### src/rtl/muldiv_iter_pkg.sv
// muldiv_iter_pkg: op codes, FSM states and step modes shared by the iterative multiply/divide unit.
`default_nettype none

package muldiv_iter_pkg;

    typedef enum logic [1:0] {
        OP_MULT  = 2'b00,
        OP_MULTU = 2'b01,
        OP_DIV   = 2'b10,
        OP_DIVU  = 2'b11
    } op_e;

    typedef enum logic [1:0] {
        ST_IDLE = 2'b00,
        ST_RUN  = 2'b01,
        ST_DONE = 2'b10
    } state_e;

    typedef enum logic {
        STEP_MUL = 1'b0,
        STEP_DIV = 1'b1
    } step_mode_e;

endpackage

`default_nettype wire

### src/rtl/muldiv_iter_step.sv
// muldiv_step: one combinational iteration, either shift-add multiply or restoring-divide subtract.
`default_nettype none

module muldiv_step
    import muldiv_iter_pkg::*;
#(
    parameter int WIDTH = 32
) (
    input  logic [2*WIDTH-1:0] acc,
    input  logic [WIDTH-1:0]   operand,
    input  step_mode_e         mode,
    output logic [2*WIDTH-1:0] acc_next
);

    logic [WIDTH:0] sum;
    logic [WIDTH:0] rem_sh;
    logic [WIDTH:0] diff;

    always_comb begin
        sum      = '0;
        rem_sh   = '0;
        diff     = '0;
        acc_next = acc;
        if (mode == STEP_MUL) begin
            // {partial product, remaining multiplier bits}; carry lands in the top bit before the shift
            sum      = {1'b0, acc[2*WIDTH-1:WIDTH]} + (acc[0] ? {1'b0, operand} : '0);
            acc_next = {sum, acc[WIDTH-1:1]};
        end else begin
            // {remainder, dividend/quotient}; a clear borrow bit means the subtract is kept
            rem_sh = acc[2*WIDTH-1:WIDTH-1];
            diff   = rem_sh - {1'b0, operand};
            if (!diff[WIDTH])
                acc_next = {diff[WIDTH-1:0], acc[WIDTH-2:0], 1'b1};
            else
                acc_next = {rem_sh[WIDTH-1:0], acc[WIDTH-2:0], 1'b0};
        end
    end

endmodule

`default_nettype wire

### src/rtl/muldiv_iter.sv
// muldiv_iter: iterative MULT/MULTU/DIV/DIVU unit; WIDTH iterations, {hi,lo} result with done pulse.
`default_nettype none

module muldiv_iter
    import muldiv_iter_pkg::*;
#(
    parameter  int WIDTH = 32,
    localparam int CW    = $clog2(WIDTH)
) (
    input  logic             clk,
    input  logic             rst,
    input  logic             start,
    input  logic             cancel,
    input  logic [1:0]       op,
    input  logic [WIDTH-1:0] srca,
    input  logic [WIDTH-1:0] srcb,
    output logic             busy,
    output logic             done,
    output logic [WIDTH-1:0] hi,
    output logic [WIDTH-1:0] lo,
    output logic             divzero
);

    state_e             state, state_next;
    logic [CW-1:0]      count;
    step_mode_e         mode;
    logic               neg_q;
    logic               neg_r;
    logic               b_zero;
    logic [WIDTH-1:0]   opnd;
    logic [WIDTH-1:0]   a_orig;
    logic [2*WIDTH-1:0] acc;
    logic [2*WIDTH-1:0] acc_step;
    logic [2*WIDTH-1:0] prod_fix;
    logic               launch;
    logic               last_iter;
    logic               sign_a;
    logic               sign_b;
    logic [WIDTH-1:0]   abs_a;
    logic [WIDTH-1:0]   abs_b;
    logic [WIDTH-1:0]   res_hi;
    logic [WIDTH-1:0]   res_lo;

    assign launch    = (state == ST_IDLE) && start && !cancel;
    assign last_iter = (state == ST_RUN) && !cancel && (count == CW'(WIDTH - 1));
    assign busy      = (state == ST_RUN);
    assign done      = (state == ST_DONE);

    always_comb begin
        sign_a = ((op == OP_MULT) || (op == OP_DIV)) && srca[WIDTH-1];
        sign_b = ((op == OP_MULT) || (op == OP_DIV)) && srcb[WIDTH-1];
        abs_a  = sign_a ? -srca : srca;
        abs_b  = sign_b ? -srcb : srcb;
    end

    muldiv_step #(
        .WIDTH(WIDTH)
    ) u_step (
        .acc     (acc),
        .operand (opnd),
        .mode    (mode),
        .acc_next(acc_step)
    );

    // Sign fix-up applied to the last iteration's accumulator as it is registered
    always_comb begin
        prod_fix = neg_q ? -acc_step : acc_step;
        res_hi   = prod_fix[2*WIDTH-1:WIDTH];
        res_lo   = prod_fix[WIDTH-1:0];
        if (mode == STEP_DIV) begin
            if (b_zero) begin
                res_hi = a_orig;
                res_lo = '1;
            end else begin
                res_lo = neg_q ? -acc_step[WIDTH-1:0] : acc_step[WIDTH-1:0];
                res_hi = neg_r ? -acc_step[2*WIDTH-1:WIDTH] : acc_step[2*WIDTH-1:WIDTH];
            end
        end
    end

    always_ff @(posedge clk or negedge rst) begin
        if (!rst)
            state <= ST_IDLE;
        else
            state <= state_next;
    end

    always_comb begin
        state_next = state;
        case (state)
            ST_IDLE: if (launch) state_next = ST_RUN;
            ST_RUN: begin
                if (cancel)
                    state_next = ST_IDLE;
                else if (count == CW'(WIDTH - 1))
                    state_next = ST_DONE;
            end
            ST_DONE: state_next = ST_IDLE;
            default: state_next = ST_IDLE;
        endcase
    end

    always_ff @(posedge clk or negedge rst) begin
        if (!rst) begin
            count   <= '0;
            mode    <= STEP_MUL;
            neg_q   <= 1'b0;
            neg_r   <= 1'b0;
            b_zero  <= 1'b0;
            opnd    <= '0;
            a_orig  <= '0;
            acc     <= '0;
            hi      <= '0;
            lo      <= '0;
            divzero <= 1'b0;
        end else begin
            if (launch) begin
                count  <= '0;
                mode   <= ((op == OP_DIV) || (op == OP_DIVU)) ? STEP_DIV : STEP_MUL;
                neg_q  <= sign_a ^ sign_b;
                neg_r  <= sign_a;
                b_zero <= (srcb == '0);
                opnd   <= abs_b;
                a_orig <= srca;
                acc    <= {{WIDTH{1'b0}}, abs_a};
            end else if (state == ST_RUN) begin
                acc   <= acc_step;
                count <= count + CW'(1);
            end
            if (last_iter) begin
                hi      <= res_hi;
                lo      <= res_lo;
                divzero <= (mode == STEP_DIV) && b_zero;
            end
        end
    end

endmodule

`default_nettype wire

### config.mk
export PLATFORM = sky130hd
export DESIGN_NAME = muldiv_iter
export DESIGN_NICKNAME = d
export VERILOG_FILES = /design/src/rtl/muldiv_iter_pkg.sv /design/src/rtl/muldiv_iter_step.sv /design/src/rtl/muldiv_iter.sv
export SDC_FILE = /design/constraint.sdc
export NUM_CORES = 1
export LEC_CHECK = 0
export ABC_AREA = 0
export CORE_MARGIN = 1.5
export CORE_UTILIZATION = 60
export DETAILED_ROUTE_END_ITERATION = 8
export DONT_BUFFER_PORTS = 1
export PLACE_DENSITY = 0.82
export SLEW_MARGIN = 30
export SYNTH_ARGS = -nofsm -noshare
export SYNTH_HDL_FRONTEND = slang
export SYNTH_HIERARCHICAL = 1
export SYNTH_SLANG_ARGS = --single-unit
export TNS_END_PERCENT = 20
### constraint.sdc
create_clock -name clk -period 10.05 [get_ports clk]
set_input_delay 0.5025 -clock clk [delete_from_list [all_inputs] [get_ports clk]]
set_output_delay 0.5025 -clock clk [all_outputs]
set_load 0.01 [all_outputs]
# Word-level counts from Yosys, hierarchy flattened
# Index checks and enable logic that the tools add are counted.
# totals
out_inout_bits	67
word_cells	64
in_bits	70
reg_bits	204
# classes
eq_ne	7
n_reduce_logical	15
n_addsub	8
n_mux	21
n_bitwise	1
# ops
op	n
64-bit two-way mux	5
32-bit two-way mux	9
32-bit negation	4
64-bit negation	1
32-bit by 33-bit adder with 33-bit output	1
33-bit by 32-bit subtractor with 33-bit output	1
32-bit zero test	1
5-bit two-way mux	2
1-bit logical AND	7
2-bit equality test, second input constant	3
2-bit two-way mux	3
5-bit by 1-bit adder with 5-bit output, second input constant	1
5-bit equality test, second input constant	1
2-bit zero test	2
2-bit one-hot mux with 2 select lines	1
3-bit by 2-bit inequality test with 1-bit output, second input constant	1
2-bit by 1-bit equality test with 1-bit output, second input constant	1
1-bit logical OR	2
2-bit inequality test, second input constant	1
2-bit AND reduction	1
2-bit nonzero test	1
1-bit zero test	1
1-bit two-way mux	1
1-bit bitwise XOR	1

# Longest topological paths before layout
# Gate-level depths: netlist of run 1.
# depth
depth_word	7
mapped_depth	22
ltp_nobuf	20

# Hierarchy
# The synthesis of run 1 kept the hierarchy.
# modules_own_cells
mod	area_per_inst_um2	cells_each	instances	seq_area_each_um2
muldiv_iter	12040.3	1455	1	5104.9
muldiv_step	4590.7	663	1	0.0

# Worst setup path after synthesis of run 1
# No wires, ideal clock.
# synth_path
kind	register to register
startpoint	register acc[0]
endpoint	register hi[29]
t_required_ns	9.916
stages_incl_launch_ff	19
n_path_buf	1
path_slack_ns	5.119
arrival_time_ns	4.797
setup_ns	0.134
period_less_slack_ns	4.931
path_cell_list	dfrtp_1 > clkbuf_1 > and2_1 > ha_1 > a211oi_1 > o211ai_1 > a21oi_2 > a21oi_1 > a2111oi_4 > nor2_1 > a31oi_1 > xor2_1 > mux2i_1 > or4_1 > or4_1 > or4_1 > nor3_1 > mux2i_1 > o211ai_1
# synth_between
elab_chain_cells	7
elab_cells_between_ends	10
cone_classes	add/sub: 3; mux: 7
# synth_lines
item	line_no	source
start, declared	muldiv_iter.sv:32	logic [2*WIDTH-1:0] acc;
start signal, assigned	muldiv_iter.sv:125	acc <= {{WIDTH{1'b0}}, abs_a};
start signal, assigned	muldiv_iter.sv:127	acc <= acc_step;
32-bit two-way mux (*)	muldiv_iter_step.sv:26	sum = {1'b0, acc[2*WIDTH-1:WIDTH]} + (acc[0] ? {1'b0, operand} : '0);
32-bit by 33-bit adder with 33-bit output (*)	muldiv_iter_step.sv:26	
64-bit two-way mux (*)	muldiv_iter_step.sv:24	if (mode == STEP_MUL) begin
named net acc_step[56]	muldiv_iter.sv:33	logic [2*WIDTH-1:0] acc_step;
32-bit negation	muldiv_iter.sv:76	res_hi = neg_r ? -acc_step[2*WIDTH-1:WIDTH] : acc_step[2*WIDTH-1:WIDTH];
32-bit two-way mux	muldiv_iter.sv:76	
32-bit two-way mux	muldiv_iter.sv:71	if (b_zero) begin
32-bit two-way mux (*)	muldiv_iter.sv:70	if (mode == STEP_DIV) begin
end signal, assigned	muldiv_iter.sv:131	hi <= res_hi;
end, declared	muldiv_iter.sv:19	output logic [WIDTH-1:0] hi,
# The timed path passes the listed nets; every way through them passes the cells marked *.
# A chain may end at the register's enable or synchronous reset.

# Worst setup path in the final report of run 1
# Ends and elaborated chain as after synthesis.

==> results by group, run 1 <==
Status
  – Status: complete, no violations

Clock tree
  – Htree depth: 1
  – Longest Clk Path Bufs: 3
  – TritonCTS clock tree: yes
  – Clk root buf: clkbuf_16
  – Post-CTS Setup Inserts: 0
  – Clock buffer count from CTS: 24
  – CTS Sinks: 204
  – Clk_lat worst skew: 0.54 ns
  – Clock transition at path regs: 0.06 ns

Setup path
  – Arr. time, crit path: 6.49 ns
  – CP Data Required Time: 10.46 ns
  – Reg-to-Reg End: hi[29]
  – Crit path launch type: register
  – R2R depth: 17
  – FF-to-FF Start: acc[0]
  – Register-to-register setup slack: 3.97 ns
  – Setup crit end: hi[29]
  – CP Capture Type: register
  – CP max FO: 34
  – Setup CP Type: reg -> reg
  – Worst setup startpoint: acc[0]

Yosys
  – Synth top cells by count: nand2_1, dfrtp_1, a21oi_1
  – Most common cell in the netlist: nand2_1
  – Main synth FF type: dfrtp_1
  – Number of synthesized flops with an enable pin: 0
  – Yosys Warn Count: 6
  – Post-Syn Area: 16600 µm²
  – Unique cell type count in the Yosys netlist: 93
  – Yosys top cell area share: 30.7%
  – Synth Register Bits: 204
  – Post-synthesis sequential area ratio: 30.7%
  – Syn Nets: 2260
  – Cell count after synthesis: 2118
  – Area leader, netlist: dfrtp_1
  – Post-synth ARST share: 100%
  – Syn_area_per_cell: 7.85 µm²
  – Top cells by area, synth: dfrtp_1, nand2_1, xor2_1, a21oi_1, ha_1

Cells and area
  – FILL cells: 2339
  – Ant. Diodes: 0
  – Area overhead of the layout relative to synthesis: 5.57%
  – Nets: 2174
  – Share of layout cells above drive strength 1: 7.13%

Power and ir drop
  – PwrDens: 294 nW/µm²
  – Worst VDD drop: 202 µV
  – Leak: 7.49 nW

Min path
  – Hold WC Path Type: in -> reg

STA
  – Fin. Hold Viols: 0
  – Clock skew: 0.0111 ns
  – RSZ-0062 raised after global routing: no
  – Slew HR: 30.7%
  – Tmin final: 6.08 ns
  – Worst Slack Setup Final: 3.97 ns
  – Fin crit share: 60.5%
  – Setup TNS: 0 ns
  – Final setup fails: 0
  – Worst-margin pin slew: 1.04 ns
  – FMAX: 164 MHz
  – Number of max-slew violations in the final report: 0

Drt
  – Detailed-route wire length: 51400 µm
  – TritonRoute pass-1 iters: 6
  – 1st-iter DRT viols: 1689
  – Via count: 15800
  – Via density: 6.55
  – Post-route ant nets: 0
  – Wire per inst: 21.2 µm
  – Post-route DRC: 0

Global routing
  – Number of global-route vias before repair: 15000
  – Antenna violations before repair: 2
  – First-pass GRT wire length: 81400 µm
  – Total track usage: 35.6%
  – GRT Residual Overflow: 0
  – Largest net degree at the start of global routing: 205

Die
  – Die width: 169 µm
  – Core area: 27100 µm²
  – IO Count: 137
  – Die area: 28700 µm²
  – Die Span Y: 169 µm
  – Initial Util: 61.4%
  – # rows: 60

Placed design
  – GPL Wtd Cong: 0.978
  – Dpl ws: 4.01 ns
  – Post-DP HPWL: 36700 µm
  – I/O Buffers: 0

Run
  – MaxCap Viol Count: 0
==> through the flow <==
step / util [%] / std cells / hold WS [ns] / instance area [µm²] / total power (W)
after global placement: 61.5 / 2374 / 0.213 / 16700 / 0.00414
after CTS: 64.5 / 2416 / 0.0574 / 17500 / 0.00508
after global routing: 64.8 / 2419 / 0.0598 / 17600 / 0.00550
after detailed placement: 61.6 / 2374 / 0.213 / 16700 / 0.00420
final: 64.8 / 2419 / 0.0578 / 17600 / 0.00517
after floorplan: - / 2118 / 0.207 / 16600 / 0.00347
==> placed cells by master (no fill, tap or decap), drive strengths merged, types with 9 or more instances in the layout <==
| master | count |
|---|---|
| a211oi | 9 |
| a21o | 25 |
| a21oi | 183 |
| a31oi | 52 |
| and2 | 40 |
| and3 | 26 |
| buf | 26 |
| clkbuf | 34 |
| dfrtp | 204 |
| ha | 70 |
| inv | 66 |
| mux2 | 33 |
| mux2i | 33 |
| nand2 | 383 |
| nand2b | 19 |
| nand3 | 31 |
| nand4 | 15 |
| nor2 | 160 |
| nor2b | 21 |
| nor3 | 32 |
| nor4 | 27 |
| o211ai | 18 |
| o21a | 9 |
| o21ai | 123 |
| o22ai | 11 |
| o31ai | 37 |
| o41ai | 18 |
| or3 | 25 |
| or4 | 23 |
| xnor2 | 74 |
| xor2 | 106 |
==> sequential cells by signal, summed over array words and instances, names as in the netlist, 2 cells and up <==
register	cells
acc	64
lo	32
state	2
count	5
opnd	32
hi	32
a_orig	32
==> final cells by class <==
class | instances | area, µm² | share of cell area [%]
Clock buffer | 33 | 706 | 4.02
Inverter | 65 | 244 | 1.39
Sequential cell | 204 | 5110 | 29.1
Tap cell | 372 | 465 | 2.65
Multi-Input combinational cell | 1709 | 10700 | 61.0
Clock inverter | 8 | 52.6 | 0.299
Timing Repair Buffer | 28 | 263 | 1.50
==> power by group <==
group	switching (W)	total [W]	internal (W)
combinational	0.00195	0.00310	0.00115
sequential	0.000216	0.00121	0.000996
clock	0.000367	0.000856	0.000489
total	0.00254	0.00517	0.00263
==> worst max-delay path: stages, from the launching register on <==
cell and delay, ns:
dfrtp_1 0.91, and2_1 0.29, ha_1 0.26, a211oi_1 0.34, o211ai_1 0.22, a21oi_2 0.32
a21oi_1 0.18, a2111oi_4 0.47, nor2_1 0.12, a31oi_1 0.21, xor2_1 0.17, mux2i_1 0.20
or4_1 0.64, or4_1 0.58, or4_1 0.45, nor3_1 0.27, mux2i_1 0.23, o211ai_1 0.10
==> worst min path at each step <==
stage	from	end	slack (ns)	cells past startpoint
after global routing	op[0]	neg_q	0.06	1
after floorplan	rst	a_orig[0]	0.21	0
after detailed placement	rst	a_orig[27]	0.21	0
after global placement	rst	a_orig[27]	0.21	0
after CTS	op[0]	neg_q	0.06	1
final	op[0]	neg_q	0.06	1
==> routing by layer <==
| layer | share of wire [%] | global-route usage (%) | routed length (µm) |
|---|---|---|---|
| met1 | 41 | 48.0 | 21000 |
| met5 | 0.019 | 0 | 10 |
| met3 | 10 | 7.81 | 5340 |
| met2 | 45 | 56.6 | 23200 |
| met4 | 3.7 | 12.6 | 1890 |
==> kinds of logic (layout without fill, tap and decap cells) <==
family / after synthesis / count (layout) / share of synthesized area (%)
simple gates: 831 / 831 / 23.2
compound gates: 560 / 560 / 21.4
buf+inv: 205 / 134 / 5.28
flops: 204 / 204 / 30.7
xor+xnor: 180 / 180 / 9.64
fa+ha+maj: 72 / 72 / 5.51
mux: 66 / 66 / 4.22
==> what timing repair did <==
| item | 4_1_cts | 5_1_grt |
|---|---|---|
| hold buffers | 1 | 1 |
| hold endpoints to repair | 204 | 74 |
| gates resized for setup | 0 | 0 |
No activity file was read; power rests on OpenSTA's default activity.
==> run 2: changes to the inputs <==
CORE_UTILIZATION = 59   (was 60)
PLACE_DENSITY = 0.84   (was 0.82)
clock period = 5.3 ns   (was 10.05 ns; I/O delays follow)
==> run 2 against run 1 <==
Combinational power is 120% higher. Count of clock-buffer cells in the layout unchanged. Worst hold slack worse by 0.047 ns. Non-clock buffer count up 140. Register-to-register slack got worse by 3.8 ns. Critical path type unchanged. Critical endpoint is now hi[31].
==> results by group, run 2 (synthesis gave the netlist of run 1 again) <==
Setup path
  – Largest stage delay on the critical path: 0.46 ns (-0.45 ns)
  – Crit path launch type: register
  – CP Data Required Time: 5.70 ns (-4.76 ns)
  – Most common cell on crit path: buf_4
  – Arr. time, crit path: 5.53 ns (-0.96 ns)
  – Top delay family on crit path: simple AND/OR/NAND/NOR gates
  – CP Capture Type: register
  – CP max FO: 15 (-56%)
  – Crit-path slowest cell: or4_1
  – CP bufs+invs: 4 (+4)
  – Setup CP Type: reg -> reg
  – Ordered cell list for the critical path: buf_4, buf_4, and2_1, ha_1, and3_1, a311oi_1, and3_1, o21ai_1, nor3b_1, buf_4, a21oi_1, xor2_1, mux2i_1, or4_1, buf_4, nor4_1, nand4_1, nor4_1, mux2i_1, o211ai_1

Cells and area
  – Nets: 2315 (+6.5%)
  – Multi-input gate area: 10800 µm² (+0.92%)
  – Area overhead of the layout relative to synthesis: 14.2%
  – FILL cells: 2250 (-3.8%)
  – Largest register FFs: 64 (unchanged)
  – Commonest non-fill, non-tap cells in the layout: nand2_1, dfrtp_1, a21oi_1
  – Fin cells: 2570 (+6.2%)
  – Most common cell after layout, fill and taps aside: nand2_1
  – Share of layout cells above drive strength 1: 11.0% (+3.9 points)
  – Register area: 5110 µm² (about the same)
  – Largest Register: acc

Die
  – # rows: 61 (+1.7%)
  – Die area: 29200 µm² (+1.7%)
  – IO Count: 137 (unchanged)
  – Die Span Y: 171 µm (+0.83%)
  – Die width: 171 µm (+0.83%)
  – Core area: 27800 µm² (+2.5%)
  – Initial Util: 59.9% (-1.5 points)

Power and ir drop
  – Combinational power share: 62.2% (+2.2 points)
  – Leak: 8.19 nW (+9.4%)
  – Register share of total power: 21.5% (-1.9 points)
  – Worst VDD drop: 431 µV (+110%)
  – Internal power: 0.00568 W (+120%)
  – Clock power frac: 16.3% (-0.3 points)
  – Net switching power: 0.00506 W (+99%)
  – Sw Share: 47.1% (-2.0 points)
  – PwrDens: 565 nW/µm² (+92%)

Global routing
  – First-pass GRT wire length: 85900 µm (+5.5%)
  – Largest net degree at the start of global routing: 205 (unchanged)
  – GRT Residual Overflow: 0 (unchanged)
  – Antenna violations before repair: 1 (-1)
  – GR Layer Usage met3: 9.85% (+2.0 points)
  – Met1 Use GR: 47.5% (-0.45 points)
  – Number of global-route vias before repair: 16100 (+7.5%)
  – Layer with the highest usage: met2
  – Total track usage: 37.3% (+1.7 points)
  – Met2 Track Usage GR: 59.3% (+2.8 points)

Placed design
  – GPL Wtd Cong: 0.991 (+1.3%)
  – Dpl ws: -0.0135 ns (-4.02 ns)
  – Post-DP HPWL: 37900 µm (+3.4%)
  – I/O Buffers: 0 (unchanged)
  – Inst Count DP: 2448 (+3.1%)

Drt
  – Detailed-route wire length: 55200 µm (+7.5%)
  – Post-route DRC: 0 (unchanged)
  – Post-route ant nets: 0 (unchanged)
  – Wire per inst: 21.5 µm (+1.2%)
  – Via count: 16900 (+6.4%)
  – Via density: 6.56 (+0.12%)
  – TritonRoute pass-1 iters: 6 (unchanged)
  – 1st-iter DRT viols: 1893 (+12%)

STA
  – Worst-margin pin slew: 0.935 ns (-0.100 ns)
  – Fin. Hold Viols: 0 (unchanged)
  – Slew HR: 35.9% (+5.2 points)
  – Fin crit share: 96.8% (+36 points)
  – Number of max-slew violations in the final report: 0 (unchanged)
  – FMAX: 195 MHz (+19%)
  – Tmin final: 5.13 ns (-0.952 ns)
  – Final setup fails: 0 (unchanged)
  – Clock skew: 0.0311 ns (+0.0200 ns)
  – Worst Slack Setup Final: 0.171 ns (-3.80 ns)
  – Setup TNS: 0 ns (unchanged)

Min path
  – Hold WC Path Type: in -> reg

Clock tree
  – CTS Sinks: 204 (unchanged)
  – Htree depth: 1 (unchanged)
  – Clk_lat worst skew: 0.55 ns (about the same)
  – Clock transition at path regs: 0.06 ns (about the same)
  – Clock buffer count from CTS: 25 (+4.2%)
  – TritonCTS clock tree: yes
  – Clk root buf: clkbuf_16
  – Longest Clk Path Bufs: 3 (unchanged)

Status
  – Status: complete, no violations

Run
  – MaxCap Viol Count: 0 (unchanged)
## run 2: changes by cell type in the layout (fill, tap and decap cells not counted), sizes merged
cell	before	now
buf	26	100
bufinv	0	2
clkinvlp	2	3
diode	0	1
dlygate4sd3	1	67
inv	66	67
## run 2: power by group through the flow
stage          Combinational, W  Sequential, W  Clock (W)
5_1_grt                 0.00720        0.00235    0.00182
3_3_place_gp            0.00594        0.00231          0
6_report                0.00668        0.00231    0.00175
2_1_floorplan           0.00445        0.00213          0
4_1_cts                 0.00621        0.00230    0.00176
3_5_place_dp            0.00605        0.00233          0
## run 2: what timing repair did
| item | 4_1_cts | 5_1_grt |
|---|---|---|
| buffers inserted | 2 | 4 |
| hold buffers | 68 | 0 |
| endpoints found under the hold margin | 300 | 0 |
| gates cloned | 0 | 1 |
| resized for setup | 0 | 34 |
| pin swaps | 1 | 9 |
| endpoints found under the setup margin | 3 | 26 |
## run 2: final timing paths
| path | slack, ns | endpoint | start | depth (start not counted) |
|---|---|---|---|---|
| worst max-delay path | 0.17 | hi[31] | acc[0] | 20 |
| worst min-delay path | 0.01 | opnd[20] | srcb[20] | 2 |
| worst max register to register | 0.17 | hi[31] | acc[0] | 20 |
| worst min register to register | 0.48 | a_orig[8] | a_orig[8] | 2 |
| max in group asynchronous | 4.00 | mode | rst | 3 |
| min in group asynchronous | 0.40 | hi[28] | rst | 2 |
## run 2: worst reg2reg max path: cells and delay by family, from the launching register on
family | cells | cell delay [ns]
XOR/XNOR | 1 | 0.21
adder cells (fa/ha/maj) | 1 | 0.31
buffers and inverters | 4 | 0.68
multiplexers | 2 | 0.39
AND/OR/NAND/NOR | 8 | 2.19
AO/OA/AOI/OAI | 4 | 0.76
flip-flops | 1 | 0.45
## run 2: layer usage
metal / up-vias / wire (µm)
met3: 227 / 6120
met1: 8076 / 21200
met5: - / 0
li1: 7596 / -
met2: 959 / 25100
met4: 0 / 2750
## run 2: layout make-up
| type | count | share of cell area (%) |
|---|---|---|
| inverter | 65 | 1.28 |
| antenna | 1 | 0.0132 |
| multi-input combinational | 1709 | 56.9 |
| clock inverter | 12 | 0.659 |
| sequential | 204 | 26.9 |
| tap | 378 | 2.49 |
| clock buffer | 33 | 3.77 |
| timing repair buffer | 168 | 7.93 |
## run 2: through the flow
step | power [W] | util (%) | hold slack (ns) | cell area, µm²
floorplan | 0.00658 | - | -0.0306 | 16600
global placement | 0.00825 | 61.9 | -0.0217 | 17200
detailed placement | 0.00838 | 61.9 | -0.0247 | 17200
CTS | 0.0103 | 67.5 | 0.00169 | 18800
global route | 0.0114 | 68.4 | 0.00482 | 19000
finish | 0.0107 | 68.4 | 0.0104 | 19000
